### src/rtl/generation_scheduler.sv
// Generation step/clear sequencer for life_game: tick divider, run/pause, single-step, clear handshakes.
// Optional OVERRUN_COUNTER_EN: counts ticks lost while a step is already pending.
module generation_scheduler #(
  parameter int unsigned TICK_DIVIDER = 12_500_000,
  parameter int unsigned COUNT_WIDTH  = 16
) (
  input  logic                   clock,
  input  logic                   reset_n,
  input  logic                   run,
  input  logic [1:0]             speed,
  input  logic                   step,
  input  logic                   clear,
  input  logic                   edit_hold,
  output logic                   step_req,
  input  logic                   step_done,
  output logic                   clear_req,
  input  logic                   clear_done,
  output logic                   busy,
  output logic [COUNT_WIDTH-1:0] generation_count,
  output logic [7:0]             overrun_count
);

  localparam int unsigned PER_W = $clog2(TICK_DIVIDER * 8);

  typedef enum logic [1:0] {
    IDLE        = 2'd0,
    ISSUE_STEP  = 2'd1,
    ISSUE_CLEAR = 2'd2
  } state_t;

  state_t           state;
  logic [PER_W-1:0] tick_cnt;
  logic [1:0]       speed_l;
  logic             step_q;
  logic             clear_q;
  logic             pending;
  logic             clear_latched;

  logic [1:0]       speed_sel;
  logic [PER_W-1:0] term_cnt;
  logic             tick;
  logic             step_edge;
  logic             clear_edge;
  logic             issue_step;
  logic             enter_clear;
  logic             clear_finish;

  // A period starts whenever the counter sits at zero, so speed is taken fresh there.
  assign speed_sel    = (tick_cnt == '0) ? speed : speed_l;
  assign term_cnt     = PER_W'((TICK_DIVIDER << speed_sel) - 32'd1);
  assign tick         = run & (tick_cnt == term_cnt);
  assign step_edge    = step & ~step_q;
  assign clear_edge   = clear & ~clear_q;
  assign enter_clear  = (state == IDLE) & clear_latched & ~edit_hold;
  assign issue_step   = (state == IDLE) & ~clear_latched & pending & ~edit_hold;
  assign clear_finish = (state == ISSUE_CLEAR) & clear_done;

  // Step period counter and input edge history
  always_ff @(posedge clock or negedge reset_n) begin
    if (!reset_n) begin
      tick_cnt <= '0;
      speed_l  <= 2'd0;
      step_q   <= 1'b0;
      clear_q  <= 1'b0;
    end else begin
      step_q  <= step;
      clear_q <= clear;
      if (tick_cnt == '0) speed_l <= speed;
      if (!run || tick) tick_cnt <= '0;
      else              tick_cnt <= tick_cnt + PER_W'(1);
    end
  end

  // Request latches; a tick landing while a step is already pending is lost
  always_ff @(posedge clock or negedge reset_n) begin
    if (!reset_n) begin
      pending       <= 1'b0;
      clear_latched <= 1'b0;
    end else begin
      if (clear_edge || clear_finish || issue_step) pending <= 1'b0;
      else if (tick || (step_edge && !run))         pending <= 1'b1;
      clear_latched <= clear_edge | (clear_latched & ~enter_clear);
    end
  end

  // Handshake FSM; clear wins over a pending step when both are ready
  always_ff @(posedge clock or negedge reset_n) begin
    if (!reset_n) begin
      state            <= IDLE;
      step_req         <= 1'b0;
      clear_req        <= 1'b0;
      busy             <= 1'b0;
      generation_count <= '0;
    end else begin
      case (state)
        IDLE: begin
          if (enter_clear) begin
            state     <= ISSUE_CLEAR;
            clear_req <= 1'b1;
            busy      <= 1'b1;
          end else if (issue_step) begin
            state    <= ISSUE_STEP;
            step_req <= 1'b1;
            busy     <= 1'b1;
          end
        end
        ISSUE_STEP: begin
          if (step_done) begin
            state            <= IDLE;
            step_req         <= 1'b0;
            busy             <= 1'b0;
            generation_count <= generation_count + COUNT_WIDTH'(1);
          end
        end
        ISSUE_CLEAR: begin
          if (clear_done) begin
            state            <= IDLE;
            clear_req        <= 1'b0;
            busy             <= 1'b0;
            generation_count <= '0;
          end
        end
        default: begin
          state     <= IDLE;
          step_req  <= 1'b0;
          clear_req <= 1'b0;
          busy      <= 1'b0;
        end
      endcase
    end
  end

`ifdef OVERRUN_COUNTER_EN
  // Saturating count of lost ticks
  always_ff @(posedge clock or negedge reset_n) begin
    if (!reset_n) begin
      overrun_count <= 8'd0;
    end else if (clear_finish) begin
      overrun_count <= 8'd0;
    end else if (tick && pending && (overrun_count != 8'hFF)) begin
      overrun_count <= overrun_count + 8'd1;
    end
  end
`else
  assign overrun_count = 8'd0;
`endif

endmodule

### config.mk
export PLATFORM = sky130hd
export DESIGN_NAME = generation_scheduler
export DESIGN_NICKNAME = d
export VERILOG_FILES = /design/src/rtl/generation_scheduler.sv
export SDC_FILE = /design/constraint.sdc
export NUM_CORES = 1
export LEC_CHECK = 0
export ABC_AREA = 1
export BUFFER_PORTS_ARGS = -buffer_cell sky130_fd_sc_hd__buf_2
export CAP_MARGIN = 20
export CORE_MARGIN = 8
export CORE_UTILIZATION = 34
export DETAILED_ROUTE_END_ITERATION = 8
export PLACE_DENSITY = 0.55
export SKIP_LAST_GASP = 1
export SYNTH_ARGS = -nofsm -noshare
export SYNTH_HDL_FRONTEND = slang
export SYNTH_SLANG_ARGS = --single-unit
### constraint.sdc
create_clock -name clock -period 2.4 [get_ports clock]
set_input_delay 0.36 -clock clock [delete_from_list [all_inputs] [get_ports clock]]
set_output_delay 0.36 -clock clock [all_outputs]
set_load 0.02 [all_outputs]
==> results of run 1 <==
[synthesized netlist by cell type, drive strengths merged]
cell type  instances
nand2            104
nor2              87
inv               61
dfrtp             54
nand3             27
nor3              23
o21ai             19
a21oi             18
buf               14
xor2              10
nand4              7
nor3b              6
ha                 3
nor4               2
a211o              1
a311oi             1
a31oi              1
and2               1
and3               1
clkbuf             1
conb               1
o21bai             1
o22a               1
o31ai              1
[stage by stage]
stage          util (%)  setup TNS, ns  power (uW)  area [um^2]  setup slack, ns
2_1_floorplan         -              0        1440         3300            0.380
3_3_place_gp       39.1              0        1590         3630            0.147
3_5_place_dp       39.1              0        1590         3630           0.0573
4_1_cts            40.1              0        2180         3730           0.0309
5_1_grt            44.0          -1.82        2370         4080          -0.0794
6_report           44.0              0        2220         4080            0.138
[power by group]
group / switching [uW] / internal [uW]
Sequential: 50.7 / 990
Combinational: 390 / 214
Clock: 336 / 239
[kinds of logic (layout without fill, tap and decap cells)]
| family | count (synthesis) | after routing | synth area share (%) |
|---|---|---|---|
| other cells | 1 | 8 | 0.115 |
| compound gates | 43 | 43 | 7.23 |
| xor+xnor | 10 | 10 | 2.68 |
| simple gates | 258 | 258 | 36.5 |
| fa+ha+maj | 3 | 3 | 1.15 |
| flops | 54 | 54 | 41.3 |
| buf+inv | 76 | 128 | 10.9 |
[state kept, by name, summed over array words and instances (netlist names)]
register / cells
clear_latched: 1
tick_cnt: 27
step_q: 1
speed_l: 2
pending: 1
clear_q: 1
step_req: 1
clear_req: 1
busy: 1
state: 2
generation_count: 16
[critical path, stage by stage (launching register included)]
cell                      delay, ns
sky130_fd_sc_hd__dfrtp_1       0.42
sky130_fd_sc_hd__ha_2          0.20
sky130_fd_sc_hd__nand2_1       0.08
sky130_fd_sc_hd__nor2_1        0.09
sky130_fd_sc_hd__nand2_1       0.08
sky130_fd_sc_hd__nor2_2        0.14
sky130_fd_sc_hd__nand2_2       0.09
sky130_fd_sc_hd__nor2_4        0.12
sky130_fd_sc_hd__nand3_2       0.13
sky130_fd_sc_hd__nor3_4        0.22
sky130_fd_sc_hd__and3_1        0.21
sky130_fd_sc_hd__nand4_1       0.11
sky130_fd_sc_hd__xor2_1        0.22
sky130_fd_sc_hd__nor2_2        0.05
[layer usage]
metal  part of all wire (%)  vias up
met1                     49     1364
met5                      0        -
met4                   0.94        0
met3                    5.4        6
met2                     45       52
li1                       -     1503
[path summary, 6_finish.rpt]
path / start / to / cells after the start
min in group asynchronous: reset_n / tick_cnt[1]$_DFF_PN0_ / 2
max in group asynchronous: reset_n / tick_cnt[9]$_DFF_PN0_ / 2
setup reg to reg: tick_cnt[1]$_DFF_PN0_ / tick_cnt[24]$_DFF_PN0_ / 13
hold / removal: clear / clear_q$_DFF_PN0_ / 1
hold reg to reg: generation_count[15]$_DFFE_PN0P_ / generation_count[15]$_DFFE_PN0P_ / 1
setup / recovery: tick_cnt[1]$_DFF_PN0_ / tick_cnt[24]$_DFF_PN0_ / 13
[cell type report]
class / instances / area (um^2) / area share [%]
clock buffers: 6 / 82.6 / 2.02
clock inverters: 2 / 16.3 / 0.398
inverters: 61 / 229 / 5.61
multi-input cells: 322 / 1800 / 44.0
flip-flops and latches: 54 / 1360 / 33.2
well taps: 129 / 161 / 3.95
repair buffers: 59 / 440 / 10.8
[repair_timing]
item	4_1_cts	5_1_grt
hold buffers	0	0
gates resized for setup	0	68
endpoints found under the setup margin	0	29
buffers inserted	0	11
==> summary.log, run 1 <==
qor: run_status.outcome finished clean
qor: pwr.vdd.ir_drop.worst 0.452 mV
qor: timing.fmax 442 MHz
qor: synthesis.syn_avg_cell_area 7.35 um^2
qor: critical_path.critPathMaxFanout 3
qor: detailed_routing.drtAntennaViolNets 0
qor: clocking.cts_tree done
qor: finish.antenna-diode-count 0
qor: clocking.worstSkewPairLatency 0.31 ns
qor: critical_path.worst-endpoint-arrival 2.48 ns
qor: critical_path.crit_required 2.61 ns
qor: synthesis.synth_warnings 0
qor: place.hpwl 5910 um
qor: floorplan.die_width 114 um
qor: critical_path.crit_path_start_kind register
qor: floorplan.total_i_o_pin_count 37
qor: finish.syn_to_final_growth 24.9%
qor: finish.layout-drive-gt1-share 30.0%
qor: pwr.power_per_cell_area 543 nW/um^2
qor: synthesis.ys_ff_latch 54
qor: global_route.grt_antenna_before_repair 0
qor: timing.fin_worst_skew 0.00691 ns
qor: clocking.h_tree_levels 2
qor: synthesis.synth.distinct_cells 37
qor: detailed_routing.routed-via-count 2925
qor: global_route.first_global_vias 2947
qor: finish.finalNetCount 516
qor: floorplan.initial_utilization 35.2%
qor: critical_path.worstSetupEndpointType register
qor: global_route.grt_first_pass_wirelength 13500 um
qor: timing.finalSetupViolations 0
qor: timing.timing.slew.headroom 52.9%
qor: timing.rsz_0062_raised_after_global_routing yes
qor: finish.finalNonFillerCells 633
qor: place.io_buffer_count 28
qor: floorplan.die_area 13000 um^2
qor: global_route.globalRouteMet2Util 20.3%
qor: detailed_routing.post_drt_wl_per_cell 12.9 um
qor: global_route.groute.usage.overall 12.5%
qor: global_route.maximum_number_of_pins_on_one_net_before_global_route_repair 55
qor: timing.final-hold-violation-count 0
qor: critical_path.r2r_setup_slack 0.14 ns
qor: place.placedCellCount 612
qor: floorplan.core_area 9280 um^2
qor: synthesis.yosys-top-cells-area sky130_fd_sc_hd__dfrtp_1, sky130_fd_sc_hd__nand2_1, sky130_fd_sc_hd__nor2_1
qor: critical_path.criticalPathCategory register to register
qor: synthesis.sequential_area_share_after_synthesis 41.3%
qor: job.timing.max_cap.violations 0
qor: detailed_routing.drc_errors 0
qor: synthesis.synth_top_area_share 41.3%
qor: pwr.power.leakage 0.00199 uW
qor: finish.layout_commonest_cell sky130_fd_sc_hd__nand2_1
qor: global_route.grt_overflow_total 0
qor: timing.final_period_minus_worst_setup_slack 2.26 ns
qor: floorplan.die_h 114 um
qor: detailed_routing.drt_pass1_iterations 4
qor: clocking.clock_tree_sinks 54
qor: synthesis.postSynthCellCount 445
qor: clocking.path_clk_slew 0.11 ns
qor: clocking.cts-root-to-sink-buffers 2
qor: global_route.use_met1 16.1%
qor: clocking.ctsRootBufferMaster sky130_fd_sc_hd__clkbuf_8
qor: synthesis.syn-cell-area 3270 um^2
qor: timing.min_period_over_period 94.2%
qor: synthesis.yosysTopAreaCell sky130_fd_sc_hd__dfrtp_1
qor: clocking.cts_buffers 5
qor: global_route.busiest_layer met2
qor: timing.fin_hold_ws 0.163 ns
qor: detailed_routing.route.final.wire_length 8180 um
qor: finish.layout_common_cells sky130_fd_sc_hd__nand2_1, sky130_fd_sc_hd__nor2_1, sky130_fd_sc_hd__inv_1, sky130_fd_sc_hd__dfrtp_1, sky130_fd_sc_hd__buf_2
qor: worst_hold_path.type_of_the_most_critical_hold_path input pin to register
qor: finish.final.fill_count 984
qor: detailed_routing.vias_per_cell 4.62
qor: floorplan.rows 35
qor: detailed_routing.drt_first_iter_violations 148
qor: timing.finalMaxSlewViolations 0
qor: place.routabilityCongestion 0.863
qor: timing.tightestPinTransition 0.706 ns
qor: global_route.grt_use_met3 3.59%
(Power assumes the default switching activity.)
==> run 2, diff against run 1 <==
Settings changed: CORE_UTILIZATION 34 to 45, PLACE_DENSITY 0.55 to 0.68.
==> run 2 against run 1 <==
Combinational power down 3%. Utilization up 11 points. Routed wire length down 6.2%. First-iteration DRC count down 14%. Critical endpoint is now tick_cnt[25]$_DFF_PN0_. Highest routed layer unchanged.
==> summary.log, run 2 (synthesis results as in run 1) <==
qor: run_status.outcome finished clean
qor: detailed_routing.routed-via-count 2884
qor: finish.max_flop_register tick_cnt
qor: floorplan.total_i_o_pin_count 37
qor: finish.antenna-diode-count 0
qor: critical_path.critical_path.reg2reg.endpoint tick_cnt[25]$_DFF_PN0_
qor: finish.layout-drive-gt1-share 25.4%
qor: critical_path.critPathMaxFanout 11
qor: critical_path.worstSetupEndpointType register
qor: timing.final-hold-violation-count 0
qor: timing.fin_worst_skew 0.00597 ns
qor: clocking.cts_tree done
qor: detailed_routing.drtAntennaViolNets 0
qor: global_route.grt_antenna_before_repair 0
qor: critical_path.worstPathCellList inv_1 > ha_4 > inv_1 > nor2_1 > nand2_1 > nor2_2 > nand2_1 > nand2_2 > nand2_4 > o21ai_0 > nand2_1 > nand2_1 > nor2_1 > nand2_2 > nand2_4 > buf_12 > nor3b_1
qor: pwr.power.internal 1510 uW
qor: clocking.clock_tree_sinks 54
qor: place.hpwl 5770 um
qor: clocking.cts_buffers 5
qor: clocking.worstSkewPairLatency 0.31 ns
qor: critical_path.crit_required 2.62 ns
qor: timing.fin_hold_ws 0.165 ns
qor: floorplan.core_area 7140 um^2
qor: critical_path.critical_path.reg2reg.startpoint tick_cnt[0]$_DFF_PN0_
qor: timing.fmax 441 MHz
qor: detailed_routing.route.final.wire_length 7680 um
qor: pwr.vdd.ir_drop.worst 0.396 mV
qor: floorplan.die_area 10200 um^2
qor: pwr.pwr-share-clk 27.4%
qor: place.routabilityCongestion 0.953
qor: pwr.net-switching-power 734 uW
qor: pwr.switching_share 32.7%
qor: worst_hold_path.type_of_the_most_critical_hold_path input pin to register
qor: finish.finalCoreUtilization 54.9%
qor: global_route.first_global_vias 2806
qor: finish.layout_commonest_cell sky130_fd_sc_hd__nand2_1
qor: timing.tightestPinTransition 0.686 ns
qor: worst_hold_path.worstHoldStart clear
qor: pwr.power.leakage 0.00196 uW
qor: timing.finalSetupViolations 0
qor: place.io_buffer_count 28
qor: critical_path.timing.critical_path.slowest_cell_delay 0.42 ns
qor: timing.timing.slew.headroom 54.3%
qor: clocking.cts-root-to-sink-buffers 2
qor: critical_path.critPathMostFrequentCell sky130_fd_sc_hd__nand2_1
qor: clocking.h_tree_levels 2
qor: critical_path.worst-endpoint-arrival 2.49 ns
qor: global_route.grt_first_pass_wirelength 12900 um
qor: floorplan.die_h 101 um
qor: critical_path.reg2regPathDepth 17
qor: pwr.share_comb_of_total_power 26.1%
qor: worst_hold_path.whs_path_depth 1
qor: timing.min_period_over_period 94.5%
qor: detailed_routing.vias_per_cell 4.85
qor: global_route.maximum_number_of_pins_on_one_net_before_global_route_repair 55
qor: pwr.power_per_cell_area 573 nW/um^2
qor: clocking.path_clk_slew 0.10 ns
qor: floorplan.rows 31
qor: global_route.groute.usage.overall 15.4%
qor: finish.finalNetCount 508
qor: floorplan.initial_utilization 45.8%
qor: finish.layout_top_registers tick_cnt (27), generation_count (16)
qor: finish.syn_to_final_growth 19.9%
qor: detailed_routing.drc_errors 0
qor: detailed_routing.drt_first_iter_violations 127
qor: pwr.share_seq_of_total_power 46.4%
qor: detailed_routing.post_drt_wl_per_cell 12.9 um
qor: worst_hold_path.endpoint_worst_hold clear_q$_DFF_PN0_
qor: finish.largest_register_ffs 27
qor: finish.final.fill_count 707
qor: floorplan.die_width 101 um
qor: global_route.grt_overflow_total 0
qor: critical_path.crit_path_start_kind register
qor: critical_path.r2r_setup_slack 0.13 ns
qor: timing.finalMaxSlewViolations 0
qor: clocking.ctsRootBufferMaster sky130_fd_sc_hd__clkbuf_8
qor: finish.layout_common_cells sky130_fd_sc_hd__nand2_1, sky130_fd_sc_hd__nor2_1, sky130_fd_sc_hd__inv_1, sky130_fd_sc_hd__dfrtp_1, sky130_fd_sc_hd__buf_2
qor: job.timing.max_cap.violations 0
qor: detailed_routing.drt_pass1_iterations 5
qor: critical_path.criticalPathCategory register to register
qor: timing.final_period_minus_worst_setup_slack 2.27 ns
qor: critical_path.timing.critical_path.slowest_stage_cell sky130_fd_sc_hd__dfrtp_1
qor: timing.rsz_0062_raised_after_global_routing yes
==> run 2: changes by cell type in the layout (fill, tap and decap cells not counted), moves of 3 or more <==
| cell | previous run | this run |
|---|---|---|
| sky130_fd_sc_hd__buf_4 | 25 | 20 |
| sky130_fd_sc_hd__dfrtp_1 | 49 | 52 |
| sky130_fd_sc_hd__dfrtp_2 | 5 | 2 |
| sky130_fd_sc_hd__inv_1 | 51 | 57 |
| sky130_fd_sc_hd__inv_2 | 10 | 4 |
| sky130_fd_sc_hd__nand2_2 | 11 | 14 |
| sky130_fd_sc_hd__nor2_1 | 59 | 62 |
==> run 2: worst max path at each step <==
stage	from	cells past startpoint	slack, ns	to
after global routing	tick_cnt[0]$_DFF_PN0_	15	-0.08	tick_cnt[22]$_DFF_PN0_
after detailed placement	tick_cnt[0]$_DFF_PN0_	17	-0.004	tick_cnt[23]$_DFF_PN0_
after CTS	tick_cnt[0]$_DFF_PN0_	15	0.08	tick_cnt[22]$_DFF_PN0_
after global placement	tick_cnt[0]$_DFF_PN0_	16	0.08	tick_cnt[3]$_DFF_PN0_
final	tick_cnt[0]$_DFF_PN0_	17	0.13	tick_cnt[25]$_DFF_PN0_
after floorplan	tick_cnt[0]$_DFF_PN0_	17	0.38	tick_cnt[22]$_DFF_PN0_
==> run 2: metal layers <==
metal / share of wire, % / vias to the layer above / GRT usage (%)
met3: 5.4 / 5 / 3.37
met1: 46 / 1316 / 20.3
met5: 0 / - / 0
li1: - / 1492 / -
met4: 0.55 / 0 / 2.75
met2: 48 / 71 / 25.4
==> run 2: area by class of cell <==
class,instances,area (um^2),share of cell area [%]
clock buffers,6,72.6,1.85
flip-flops and latches,54,1350,34.5
repair buffers,51,355,9.07
clock inverters,2,37.5,0.958
well taps,99,124,3.16
inverters,61,229,5.84
multi-input cells,322,1750,44.6
==> run 2: what timing repair did <==
action | 4_1_cts | 5_1_grt
buffers inserted | 0 | 6
hold buffers | 0 | 0
pin swaps | 0 | 10
setup endpoints to repair | 1 | 29
gates cloned | 0 | 1
resized for setup | 2 | 43
==> run 2: power groups by stage <==
stage | sequential, uW | combinational (uW) | clock, uW
detailed placement | 1060 | 533 | 0
global placement | 1060 | 521 | 0
finish | 1040 | 587 | 615
global route | 1050 | 663 | 670
floorplan | 1100 | 342 | 0
CTS | 1040 | 538 | 637
==> run 2: worst max-delay path: cells and delay by family, from the launching register on <==
| kind | cells | cell delay, ns |
|---|---|---|
| simple gates | 12 | 1.10 |
| flops | 1 | 0.42 |
| buf+inv | 3 | 0.31 |
| compound gates | 1 | 0.19 |
| fa+ha+maj | 1 | 0.15 |
==> run 2: stage by stage <==
step / cells / total power [uW] / worst slack (ns) / TNS [ns] / cell area [um^2]
floorplan: 452 / 1440 / 0.380 / 0 / 3300
global placement: 580 / 1580 / 0.0750 / 0 / 3580
detailed placement: 580 / 1590 / -0.00406 / -0.00406 / 3580
CTS: 588 / 2220 / 0.0814 / 0 / 3690
global route: 595 / 2380 / -0.0762 / -1.19 / 3920
finish: 595 / 2240 / 0.133 / 0 / 3920
==> run 3, diff against run 2 <==
Settings changed: CORE_UTILIZATION 45 to 50, CTS_BUF_LIST set to sky130_fd_sc_hd__clkbuf_2, PLACE_DENSITY 0.68 to 0.74.
Clock period 2.4 ns to 2.3 ns, I/O delays scaled along.
==> run 3 against run 2 <==
Count of clock-buffer cells in the layout fell by 1. Global-route usage rose by 0.95 points. Final cell count grew 1.0%. Largest power group unchanged. Non-clock buffer count is 27 higher. Combinational power rose by 8.0%. Maximum frequency shrank 1.3%. Final area grew 6.0%. Sequential power increased by 5%. Worst setup slack lost 0.13 ns.
==> summary.log, run 3 (synthesis results as in run 1) <==
qor: critical_path.reg2regPathDepth 17
qor: pwr.power.leakage 0.00209 uW
qor: detailed_routing.drt_first_iter_violations 205
qor: pwr.totalPowerFinal 2320 uW
qor: critical_path.crit_path_start_kind register
qor: clocking.worstSkewPairLatency 0.46 ns
qor: timing.rsz_0062_raised_after_global_routing yes
qor: finish.max_flop_register tick_cnt
qor: critical_path.critPathMaxFanout 15
qor: place.placed_area 3660 um^2
qor: clocking.ctsRootBufferMaster sky130_fd_sc_hd__clkbuf_2
qor: finish.syn_to_final_growth 27.1%
qor: critical_path.criticalPathCategory register to register
qor: clocking.h_tree_levels 2
qor: critical_path.critical_path.reg2reg.startpoint tick_cnt[22]$_DFF_PN0_
qor: timing.fin_worst_skew 0.0358 ns
qor: run_status.outcome finished clean
qor: finish.layout_top_registers tick_cnt (27), generation_count (16)
qor: worst_hold_path.type_of_the_most_critical_hold_path input pin to register
qor: detailed_routing.post_drt_wl_per_cell 13.7 um
qor: finish.layout_commonest_cell sky130_fd_sc_hd__nand2_1
qor: clocking.clock_tree_sinks 54
qor: job.timing.max_cap.violations 0
qor: place.io_buffer_count 28
qor: critical_path.worst-endpoint-arrival 2.66 ns
qor: critical_path.timing.critical_path.slowest_cell_delay 0.46 ns
qor: finish.final_cell_area 4160 um^2
qor: floorplan.core_area 6350 um^2
qor: place.routabilityCongestion 0.924
qor: finish.finalNetCount 536
qor: clocking.path_clk_slew 0.30 ns
qor: timing.finalMaxSlewViolations 0
qor: finish.layout-drive-gt1-share 31.1%
qor: detailed_routing.drt_pass1_iterations 5
qor: global_route.groute.usage.overall 16.4%
qor: place.hpwl 5920 um
qor: detailed_routing.drtAntennaViolNets 0
qor: timing.final_period_minus_worst_setup_slack 2.30 ns
qor: finish.final.fill_count 538
qor: critical_path.worstSetupEndpointType register
qor: floorplan.die_h 96.9 um
qor: timing.tightestPinTransition 0.779 ns
qor: worst_hold_path.worstHoldStart clear_done
qor: global_route.grt_first_pass_wirelength 13200 um
qor: finish.largest_register_ffs 27
qor: critical_path.timing.critical_path.slowest_stage_cell sky130_fd_sc_hd__dfrtp_1
qor: global_route.grt_antenna_before_repair 0
qor: timing.fmax 435 MHz
qor: timing.fin_hold_ws 0.0775 ns
qor: floorplan.die_width 96.9 um
qor: clocking.cts_tree done
qor: clocking.cts_buffers 5
qor: critical_path.r2r_setup_slack 0.003 ns
qor: detailed_routing.vias_per_cell 5.24
qor: finish.layout_common_cells sky130_fd_sc_hd__nand2_1, sky130_fd_sc_hd__nor2_1, sky130_fd_sc_hd__inv_1, sky130_fd_sc_hd__dfrtp_1, sky130_fd_sc_hd__buf_4
qor: critical_path.worstPathCellList buf_6 > nor2_4 > nand3_2 > nor2_4 > nand3_1 > nand2_1 > nand2_2 > nand2_1 > nand2_1 > nand2_1 > nor2_2 > nand2_1 > nor2_2 > nand2_2 > nand2_4 > buf_12 > nor3b_1
qor: global_route.grt_overflow_total 0
qor: finish.antenna-diode-count 0
qor: timing.min_period_over_period 99.9%
qor: detailed_routing.routed-via-count 3148
qor: critical_path.critPathMostFrequentCell sky130_fd_sc_hd__nand2_1
qor: worst_hold_path.whs_path_depth 2
qor: timing.finalSetupViolations 0
qor: floorplan.rows 29
qor: finish.finalCoreUtilization 65.4%
qor: floorplan.total_i_o_pin_count 37
qor: worst_hold_path.endpoint_worst_hold state[1]$_DFFE_PN0P_
qor: timing.timing.slew.headroom 48.0%
qor: detailed_routing.drc_errors 0
qor: detailed_routing.route.final.wire_length 8230 um
qor: pwr.vdd.ir_drop.worst 0.620 mV
qor: floorplan.initial_utilization 51.5%
qor: global_route.first_global_vias 2995
qor: pwr.power_per_cell_area 558 nW/um^2
qor: clocking.cts-root-to-sink-buffers 2
qor: timing.final-hold-violation-count 0
qor: global_route.maximum_number_of_pins_on_one_net_before_global_route_repair 35
qor: critical_path.critical_path.reg2reg.endpoint tick_cnt[2]$_DFF_PN0_
qor: critical_path.crit_required 2.67 ns
qor: floorplan.die_area 9380 um^2
-- run 3: cell count changes in the layout (fill, tap and decap cells not counted), sizes merged --
| cell | before | now |
|---|---|---|
| nand2 | 104 | 105 |
| clkinv | 0 | 1 |
| clkinvlp | 1 | 0 |
| clkbuf | 7 | 6 |
| buf | 50 | 74 |
| bufinv | 1 | 2 |
| dlygate4sd3 | 0 | 3 |
-- run 3: report_power, final --
group / internal [uW] / switching (uW)
clock network: 289 / 304
registers: 1030 / 55.6
logic: 227 / 407
-- run 3: metrics by stage --
| stage | instances | TNS, ns | setup WS [ns] |
|---|---|---|---|
| floorplan | 452 | 0 | 0.280 |
| global placement | 573 | 0 | 0.0602 |
| detailed placement | 573 | 0 | 0.00273 |
| CTS | 587 | 0 | 0.000169 |
| global route | 601 | -3.90 | -0.226 |
| finish | 601 | 0 | 0.00273 |
-- run 3: layer usage --
metal / wire length (um) / global-route usage [%] / vias up / share of wire, %
met5: 0 / 0 / - / 0
met4: 158 / 4.62 / 0 / 1.9
met3: 458 / 3.13 / 19 / 5.6
met2: 4010 / 28.4 / 100 / 49
met1: 3600 / 20.0 / 1477 / 44
li1: - / - / 1552 / -
-- run 3: timing repair --
action,CTS,global route
endpoints found under the hold margin,34,0
setup endpoints to repair,9,31
pin swaps,0,28
buffers inserted,3,12
resized for setup,1,66
hold buffers,3,0
cloned,0,2
-- run 3: layout make-up --
type	count	area, um^2	area share [%]
Clock inverter	3	63.8	1.54
Sequential cell	54	1360	32.6
Clock buffer	5	25.0	0.602
Timing Repair Buffer	78	581	14.0
Multi-Input combinational cell	323	1810	43.5
Inverter	61	229	5.51
Tap cell	77	96.3	2.32
-- run 3: worst max-delay path, delay by kind of cell, from the launching register on --
kind                   cells  cell delay, ns
AND/OR/NAND/NOR           15            1.45
buffers and inverters      2            0.29
flip-flops                 1            0.46
-- run 3: how the worst max path moves through the flow --
stage / startpoint / endpoint / slack, ns / cells after the start
2_1_floorplan: tick_cnt[0]$_DFF_PN0_ / tick_cnt[22]$_DFF_PN0_ / 0.28 / 17
3_5_place_dp: tick_cnt[1]$_DFF_PN0_ / pending$_DFFE_PN0P_ / 0.003 / 17
6_report: tick_cnt[22]$_DFF_PN0_ / tick_cnt[2]$_DFF_PN0_ / 0.003 / 17
3_3_place_gp: tick_cnt[0]$_DFF_PN0_ / pending$_DFFE_PN0P_ / 0.06 / 17
5_1_grt: tick_cnt[8]$_DFF_PN0_ / tick_cnt[2]$_DFF_PN0_ / -0.23 / 16
4_1_cts: tick_cnt[23]$_DFF_PN0_ / pending$_DFFE_PN0P_ / 0.0002 / 18
